--- src/rtl/seg_scan_pkg.sv ---
// Shared constants for the multiplexed 7-segment scan driver:
// digit width, blank pattern and the active-low hex glyph table.
package seg_scan_pkg;

   localparam int DIGIT_W = 4;

   localparam logic [6:0] SEG_BLANK = 7'h7F;

   // Active-low a..g, seg[6]=a .. seg[0]=g, indexed by hex value
   localparam logic [6:0] SEG_TABLE [16] = '{
      7'b0000001, 7'b1001111, 7'b0010010, 7'b0000110,
      7'b1001100, 7'b0100100, 7'b0100000, 7'b0001111,
      7'b0000000, 7'b0000100, 7'b0001000, 7'b1100000,
      7'b0110001, 7'b1000010, 7'b0110000, 7'b0111000
   };

endpackage

--- src/rtl/seg_scan_driver_hex_to_seg7.sv ---
// Combinational hex digit to active-low 7-segment glyph decoder.
module hex_to_seg7
   import seg_scan_pkg::*;
(
   input  logic [DIGIT_W-1:0] digit,
   output logic [6:0]         seg
);

   assign seg = SEG_TABLE[digit];

endmodule

--- src/rtl/seg_scan_driver.sv ---
// Common-anode multiplexed display driver: snapshots a count vector with a
// load/ack handshake and swaps it in only at frame boundaries.
module seg_scan_driver
   import seg_scan_pkg::*;
#(
   parameter int DIGITS   = 4,
   parameter int PRESCALE = 1000,
   parameter int BLANK_LZ = 1
) (
   input  logic                       clk,
   input  logic                       rst,
   input  logic                       en,
   input  logic [DIGIT_W*DIGITS-1:0]  cnt_in,
   input  logic                       load,
   output logic                       ack,
   output logic                       frame,
   output logic [DIGITS-1:0]          an,
   output logic [6:0]                 seg
);

   localparam int VEC_W = DIGIT_W * DIGITS;
   localparam int PW    = (PRESCALE > 1) ? $clog2(PRESCALE) : 1;
   localparam int IW    = (DIGITS > 1) ? $clog2(DIGITS) : 1;

   logic [PW-1:0]      pcnt;
   logic [IW-1:0]      idx;
   logic [VEC_W-1:0]   hold;
   logic [VEC_W-1:0]   disp;
   logic               pending;
   logic               fresh;

   logic               tick;
   logic               boundary;
   logic               frame_start;
   logic               blank;
   logic [IW-1:0]      top_nz;
   logic [DIGITS-1:0]  an_sel;
   logic [DIGIT_W-1:0] cur_digit;
   logic [6:0]         dec_seg;

   assign tick        = en && (pcnt == PW'(PRESCALE - 1));
   assign boundary    = tick && (idx == IW'(DIGITS - 1));
   assign frame_start = en && (idx == '0) && (pcnt == '0);
   assign cur_digit   = disp[int'(idx) * DIGIT_W +: DIGIT_W];

   // Highest non-zero digit; everything above it is a leading zero
   always_comb begin
      top_nz = '0;
      for (int k = 0; k < DIGITS; k++) begin
         if (disp[k*DIGIT_W +: DIGIT_W] != '0) top_nz = IW'(k);
      end
   end

   assign blank = (BLANK_LZ != 0) && (idx > top_nz);

   always_comb begin
      an_sel      = '1;
      an_sel[idx] = 1'b0;
   end

   hex_to_seg7 u_dec (
      .digit (cur_digit),
      .seg   (dec_seg)
   );

   always_ff @(posedge clk or posedge rst) begin
      if (rst) begin
         pcnt    <= '0;
         idx     <= '0;
         hold    <= '0;
         disp    <= '0;
         pending <= 1'b0;
         fresh   <= 1'b0;
         ack     <= 1'b0;
         frame   <= 1'b0;
         an      <= '1;
         seg     <= SEG_BLANK;
      end else begin
         if (tick) begin
            pcnt <= '0;
            idx  <= (idx == IW'(DIGITS - 1)) ? '0 : idx + 1'b1;
         end else if (en) begin
            pcnt <= pcnt + 1'b1;
         end

         // ack is deferred to the first digit-0 slot so it lines up with frame
         frame <= frame_start;
         ack   <= frame_start && fresh;
         if (frame_start) fresh <= 1'b0;

         if (boundary && load) begin
            hold    <= cnt_in;
            disp    <= cnt_in;
            pending <= 1'b0;
            fresh   <= 1'b1;
         end else if (boundary && pending) begin
            disp    <= hold;
            pending <= 1'b0;
            fresh   <= 1'b1;
         end else if (load) begin
            hold    <= cnt_in;
            pending <= 1'b1;
         end

         if (en && !blank) begin
            an  <= an_sel;
            seg <= dec_seg;
         end else begin
            an  <= '1;
            seg <= SEG_BLANK;
         end
      end
   end

endmodule

--- config.mk ---
export PLATFORM = sky130hd
export DESIGN_NAME = seg_scan_driver
export DESIGN_NICKNAME = d
export VERILOG_FILES = /design/src/rtl/seg_scan_pkg.sv /design/src/rtl/seg_scan_driver_hex_to_seg7.sv /design/src/rtl/seg_scan_driver.sv
export SDC_FILE = /design/constraint.sdc
export NUM_CORES = 1
export LEC_CHECK = 0
export CAP_MARGIN = 10
export CORE_AREA = 4 4 77 79
export DETAILED_ROUTE_END_ITERATION = 10
export DIE_AREA = 0 0 81 83
export GPL_TIMING_DRIVEN = 0
export PLACE_DENSITY = 0.74
export SLEW_MARGIN = 20
export SYNTH_ARGS = -nofsm -noshare
export SYNTH_HDL_FRONTEND = slang
export SYNTH_SLANG_ARGS = --single-unit
--- constraint.sdc ---
create_clock -name clk -period 2.3 [get_ports clk]
set_input_delay 0.23 -clock clk [delete_from_list [all_inputs] [get_ports clk]]
set_output_delay 0.23 -clock clk [all_outputs]
set_load 0.01 [all_outputs]
==> results of run 1 <==
## kinds of logic (layout without fill, tap and decap cells)
kind of cell	after synthesis	after routing	synth area share (%)
adder cells (fa/ha/maj)	14	14	6.07
AND/OR/NAND/NOR	53	53	10.4
multiplexers	25	25	11.1
XOR/XNOR	7	7	2.13
buffers and inverters	24	70	3.64
AO/OA/AOI/OAI	52	52	15.0
flip-flops	59	59	51.7
## per-stage QoR
| stage | worst slack (ps) | total power [uW] | hold WS [ps] | instance area (um2) |
|---|---|---|---|---|
| floorplan | 167 | 1350 | 382 | 2880 |
| global route | 4.91 | 2540 | 436 | 3500 |
| global placement | -399 | 1420 | 461 | 3280 |
| finish | 91.3 | 2420 | 369 | 3500 |
| CTS | 21.1 | 2440 | 402 | 3500 |
| detailed placement | -70.0 | 1430 | 466 | 3290 |
## how the worst max path moves through the flow
| stage | slack [ps] | from | to |
|---|---|---|---|
| 6_report | 90 | pcnt[4] | disp[15] |
| 5_1_grt | 5 | pcnt[4] | disp[1] |
| 4_1_cts | 20 | idx[0] | seg[6] |
| 3_5_place_dp | -70 | disp[15] | seg[1] |
| 3_3_place_gp | -400 | rst | hold[13] |
| 2_1_floorplan | 170 | disp[15] | seg[1] |
## state kept, by name, summed over array words and instances, names as in the netlist
register and flops:
fresh 1, ack 1, an 4, disp 16
frame 1, idx 2, pending 1, hold 16
pcnt 10, seg 7
## per-layer routing
| layer | vias up | track usage (%) | part of all wire, % | wire (um) |
|---|---|---|---|---|
| li1 | 944 | - | - | - |
| met1 | 920 | 22.5 | 47 | 2380 |
| met2 | 44 | 25.8 | 46 | 2300 |
| met3 | 10 | 4.12 | 4.6 | 232 |
| met4 | 0 | 8.14 | 2.1 | 108 |
| met5 | - | 0 | 0 | 0 |
## area by class of cell
type,instances,area [um2],share of cell area (%)
Buffer,10,56.3,1.61
Clock buffer,11,131,3.76
Clock inverter,5,77.6,2.22
Inverter,13,51.3,1.47
Multi-Input combinational cell,151,1290,36.9
Sequential cell,59,1490,42.6
Tap cell,72,90.1,2.58
Timing Repair Buffer,31,310,8.88
## power by group
group	switching, uW	total, uW	internal [uW]
clock network	402	1010	607
logic	111	224	113
registers	75.1	1190	1110
## layout by cell type, fill, tap and decap left out, types with 2 or more instances in the layout
cell type	synthesis	layout
dfrtp_1	48	48
clkdlybuf4s50_1	0	31
nand2_1	17	17
o22ai_1	17	17
mux2_2	17	17
ha_1	14	14
inv_1	12	11
dfstp_2	11	11
a2bb2oi_2	9	9
clkbuf_8	0	9
clkbuf_1	8	8
nor2_1	8	8
a2bb2oi_1	7	7
o21ai_0	5	5
xnor2_1	5	5
nand4_1	4	4
mux4_2	4	4
mux2i_1	4	4
o221ai_1	4	4
nand3_1	3	3
o211ai_1	3	3
a21oi_1	3	3
nor4b_1	2	2
buf_4	1	2
nor4_1	2	2
or4_1	2	2
nor2b_1	2	2
and2_1	2	2
xor2_1	2	2
nor3_1	2	2
clkinv_2	0	2
bufinv_16	0	2
## what timing repair did
| item | in CTS | in global routing |
|---|---|---|
| resized for setup | 1 | 3 |
| setup endpoints to repair | 4 | 7 |
| gates cloned | 0 | 0 |
## critical path: cells and delay by family (launching register included)
| family | cells | cell delay (ps) |
|---|---|---|
| AO/OA/AOI/OAI | 1 | 130 |
| buffers and inverters | 1 | 210 |
| flip-flops | 1 | 430 |
| AND/OR/NAND/NOR | 3 | 1370 |
==> flow_metrics.env, run 1 <==
export IMPL_outcome="completed"
export IMPL_synth_avg_cell_area_um2=12.3
export IMPL_relSlewSlack_pct=45.9
export IMPL_yosysSeqAreaShare_pct=51.7
export IMPL_r2r_slack_ps=90
export IMPL_route_detailed_drc=0
export IMPL_syn_area_um2=2880
export IMPL_synth_top_area_share_pct=41.6
export IMPL_synth_edf_count=0
export IMPL_end_kind="flop"
export IMPL_fillers=455
export IMPL_track_usage_pct=16.9
export IMPL_n_antenna_cell=0
export IMPL_reg2reg_from="pcnt[4]"
export IMPL_gp_congestion=0.844
export IMPL_setup_viol=0
export IMPL_synth_warnings=0
export IMPL_critical_path_slowest_cell="or4_4"
export IMPL_io_pins=33
export IMPL_max_vdd_ir_drop_uv=458
export IMPL_ant_nets=0
export IMPL_netlist_top_cells_count="48 x dfrtp_1, 17 x mux2_2, 17 x nand2_1, 17 x o22ai_1, 14 x ha_1"
export IMPL_grt_pass1_wl_um=8950
export IMPL_port_buffer_count=31
export IMPL_die_y_um=83
export IMPL_yosys_area_top_type="dfrtp_1"
export IMPL_cts_tree="built"
export IMPL_place_inst=337
export IMPL_r2r_end="disp[15]"
export IMPL_worst_path_max_fanout=10
export IMPL_tightest_slew_ps=805
export IMPL_grt_overflow_total=0
export IMPL_grt_start_max_net_pins=60
export IMPL_synth_ff_type="dfrtp_1"
export IMPL_slew_violations=0
export IMPL_chipWidth_um=81
export IMPL_tns_ps=0
export IMPL_period_share_pct=96.0
export IMPL_clock_latency_ps=340
export IMPL_cp_arrival_ps=2470
export IMPL_root_buffer="clkbuf_8"
export IMPL_ys_async_sr_fraction_pct=100
export IMPL_core_area_um2=5340
export IMPL_final_core_util_pct=65.5
export IMPL_fin_nets=309
export IMPL_h_tree_depth=3
export IMPL_num_vias=1918
export IMPL_vias_per_cell=5.45
export IMPL_clk_pin_slew_ps=70
export IMPL_synth_seq_cells=59
export IMPL_min_period_ps=2210
export IMPL_postSynthCellCount=234
export IMPL_ctsHoldBuffers=0
export IMPL_cts_buffers_inserted=9
export IMPL_start_util_pct=54.0
export IMPL_hold_path_class="in -> async"
export IMPL_path_class="reg -> reg"
export IMPL_yosysMostFrequentCell="dfrtp_1"
export IMPL_max_freq_mhz=453
export IMPL_dp_hpwl_um=3570
export IMPL_cp_start_kind="flop"
export IMPL_r2r_worst_path_cells=5
export IMPL_grt_pass1_vias=1934
export IMPL_drt_wirelength_per_cell_um=14.3
export IMPL_finalHoldViolations=0
export IMPL_rsz0062_at_grt="no"
export IMPL_p_per_area_nw_per_um2=692
export IMPL_cp_slowest_stage_delay_ps=570
export IMPL_cts_sinks=59
export IMPL_drt_initial_drc_count=89
export IMPL_skew_ps=8.91
export IMPL_antenna_found_initial=0
export IMPL_drt_pass1_iter_count=4
export IMPL_leakage_uw=0.00148
export IMPL_yosysUniqueCellTypes=44
export IMPL_ctsLongestPathBuffers=2
export IMPL_post_cts_repair_setup_buffers=0
export IMPL_cap_violations=0
export IMPL_rows=27
export IMPL_synthTopCellsByArea="dfrtp_1 42%, dfstp_2 10%, mux2_2 6.6%"
export IMPL_synthesis_nets=268
export IMPL_syn2layout_area_growth_pct=21.2
export IMPL_path_cells="or3b_4 > or4_4 > nor3_4 > buf_8 > a2bb2oi_2"
export IMPL_wirelength_um=5030
export IMPL_final_cells=352
export IMPL_die_area_um2=6720
export IMPL_required_ps=2560
export IMPL_drive_gt1_share_pct=23.9
Note: power is estimated with default switching activity, not from simulation.
==> run 2: changes to the inputs <==
- CORE_AREA: 4 4 77 79 -> 3 3 90 92
- DIE_AREA: 0 0 81 83 -> 0 0 93 95
- PLACE_DENSITY: 0.74 -> 0.54
==> flow_metrics.env, run 2 (synthesized netlist as in run 1, its figures left out) <==
export IMPL_switching_power_uw=576
export IMPL_die_y_um=95
export IMPL_critPathTopFamily="simple AND/OR/NAND/NOR gates"
export IMPL_r2r_slack_ps=110
export IMPL_start_util_pct=39.6
export IMPL_use_met1_pct=18.0
export IMPL_tightest_slew_ps=928
export IMPL_drt_wirelength_per_cell_um=14.5
export IMPL_final_cells=381
export IMPL_place_inst=365
export IMPL_grt_start_max_net_pins=54
export IMPL_fin_nets=312
export IMPL_setup_viol=0
export IMPL_route_detailed_drc=0
export IMPL_swShare_pct=25.3
export IMPL_grt_pass1_vias=1981
export IMPL_wirelength_um=5510
export IMPL_cp_arrival_ps=2400
export IMPL_final_cell_mix="48 x dfrtp_1, 31 x clkdlybuf4s50_1, 17 x nand2_1, 17 x o22ai_1, 17 x mux2_2"
export IMPL_period_share_pct=95.3
export IMPL_pwr_share_clk_pct=37.6
export IMPL_required_ps=2510
export IMPL_track_usage_pct=13.9
export IMPL_io_pins=33
export IMPL_cts_tree="built"
export IMPL_path_class="reg -> reg"
export IMPL_max_vdd_ir_drop_uv=280
export IMPL_port_buffer_count=31
export IMPL_chipWidth_um=93
export IMPL_top_regs="disp (16), hold (16), pcnt (10)"
export IMPL_dp_hpwl_um=3900
export IMPL_max_freq_mhz=456
export IMPL_core_area_um2=7290
export IMPL_ctsHoldBuffers=0
export IMPL_antenna_found_initial=0
export IMPL_die_area_um2=8840
export IMPL_finalHoldViolations=0
export IMPL_ant_nets=0
export IMPL_hold_path_class="in -> async"
export IMPL_fillers=688
export IMPL_critPathBufInv=1
export IMPL_met3_usage_pct=2.71
export IMPL_rows=31
export IMPL_cp_slowest_stage_delay_ps=570
export IMPL_tns_ps=0
export IMPL_n_antenna_cell=0
export IMPL_critical_path_slowest_cell="or4_4"
export IMPL_end_kind="flop"
export IMPL_min_period_ps=2190
export IMPL_post_place_ws_ps=-131
export IMPL_outcome="completed"
export IMPL_relSlewSlack_pct=37.6
export IMPL_internal_power_uw=1700
export IMPL_ctsLongestPathBuffers=2
export IMPL_h_tree_depth=3
export IMPL_drive_gt1_share_pct=24.8
export IMPL_clock_latency_ps=330
export IMPL_syn2layout_area_growth_pct=23.0
export IMPL_final_common_cell="dfrtp_1"
export IMPL_leakage_uw=0.00149
export IMPL_cp_start_kind="flop"
export IMPL_gp_congestion=0.774
export IMPL_busiest_layer="met2"
export IMPL_path_cells="or3b_4 > or4_4 > nor2_2 > buf_4 > nor2_1"
export IMPL_skew_ps=12.0
export IMPL_comb_power_share_pct=10.4
export IMPL_gr_usage_met2_pct=22.6
export IMPL_cts_sinks=59
export IMPL_drt_pass1_iter_count=4
export IMPL_cts_buffers_inserted=9
export IMPL_worst_path_max_fanout=10
export IMPL_num_vias=1911
export IMPL_drt_initial_drc_count=61
export IMPL_grt_pass1_wl_um=9590
export IMPL_vias_per_cell=5.02
export IMPL_root_buffer="clkbuf_8"
export IMPL_cap_violations=0
export IMPL_slew_violations=0
export IMPL_seqPwrFrac_pct=52.0
export IMPL_grt_overflow_total=0
export IMPL_p_per_area_nw_per_um2=642
export IMPL_setup_ws_ps=108
export IMPL_clk_pin_slew_ps=60
## run 2: cell type report
cell class              instances  area (um2)  share of cell area [%]
plain buffers                  10        60.1                    1.69
multi-input cells             151        1290                    36.3
clock inverters                 2        10.0                   0.282
well taps                      99         124                    3.49
clock buffers                  13         169                    4.76
flip-flops and latches         59        1490                    42.0
inverters                      13        51.3                    1.45
repair buffers                 34         353                    9.95
## run 2: worst paths after layout
path                            end    start  cells after the start
hold reg to reg               fresh    fresh                      1
max in group asynchronous     an[2]      rst                      3
hold / removal              pcnt[1]      rst                      2
setup reg to reg            pending  pcnt[4]                      5
setup / recovery            pending  pcnt[4]                      5
min in group clk           hold[14]     load                      2
## run 2: per-layer routing
metal | wire (um) | vias up | part of all wire [%]
met5 | 0 | - | 0
met4 | 93 | 0 | 1.7
met3 | 152 | 8 | 2.8
met2 | 2490 | 34 | 45
met1 | 2780 | 917 | 50
li1 | - | 952 | -
## run 2: through the flow
| step | hold WS (ps) | instance area (um2) | util (%) | power (uW) |
|---|---|---|---|---|
| global route | 138 | 3550 | 48.6 | 2400 |
| floorplan | 382 | 2880 | - | 1350 |
| CTS | 125 | 3520 | 48.3 | 2310 |
| detailed placement | 466 | 3350 | 45.9 | 1440 |
| global placement | 461 | 3320 | 45.5 | 1430 |
| finish | 136 | 3550 | 48.6 | 2280 |
## run 2: power by group through the flow
stage | combinational, uW | sequential, uW | clock (uW)
after floorplan | 163 | 1190 | 0
after global placement | 229 | 1200 | 0
after detailed placement | 239 | 1210 | 0
after CTS | 240 | 1190 | 887
after global routing | 267 | 1200 | 933
final | 236 | 1190 | 856
## run 2: what timing repair did
action,4_1_cts,5_1_grt
gates resized for setup,1,4
buffers inserted,0,2
setup endpoints to repair,8,19
pin swaps,0,1
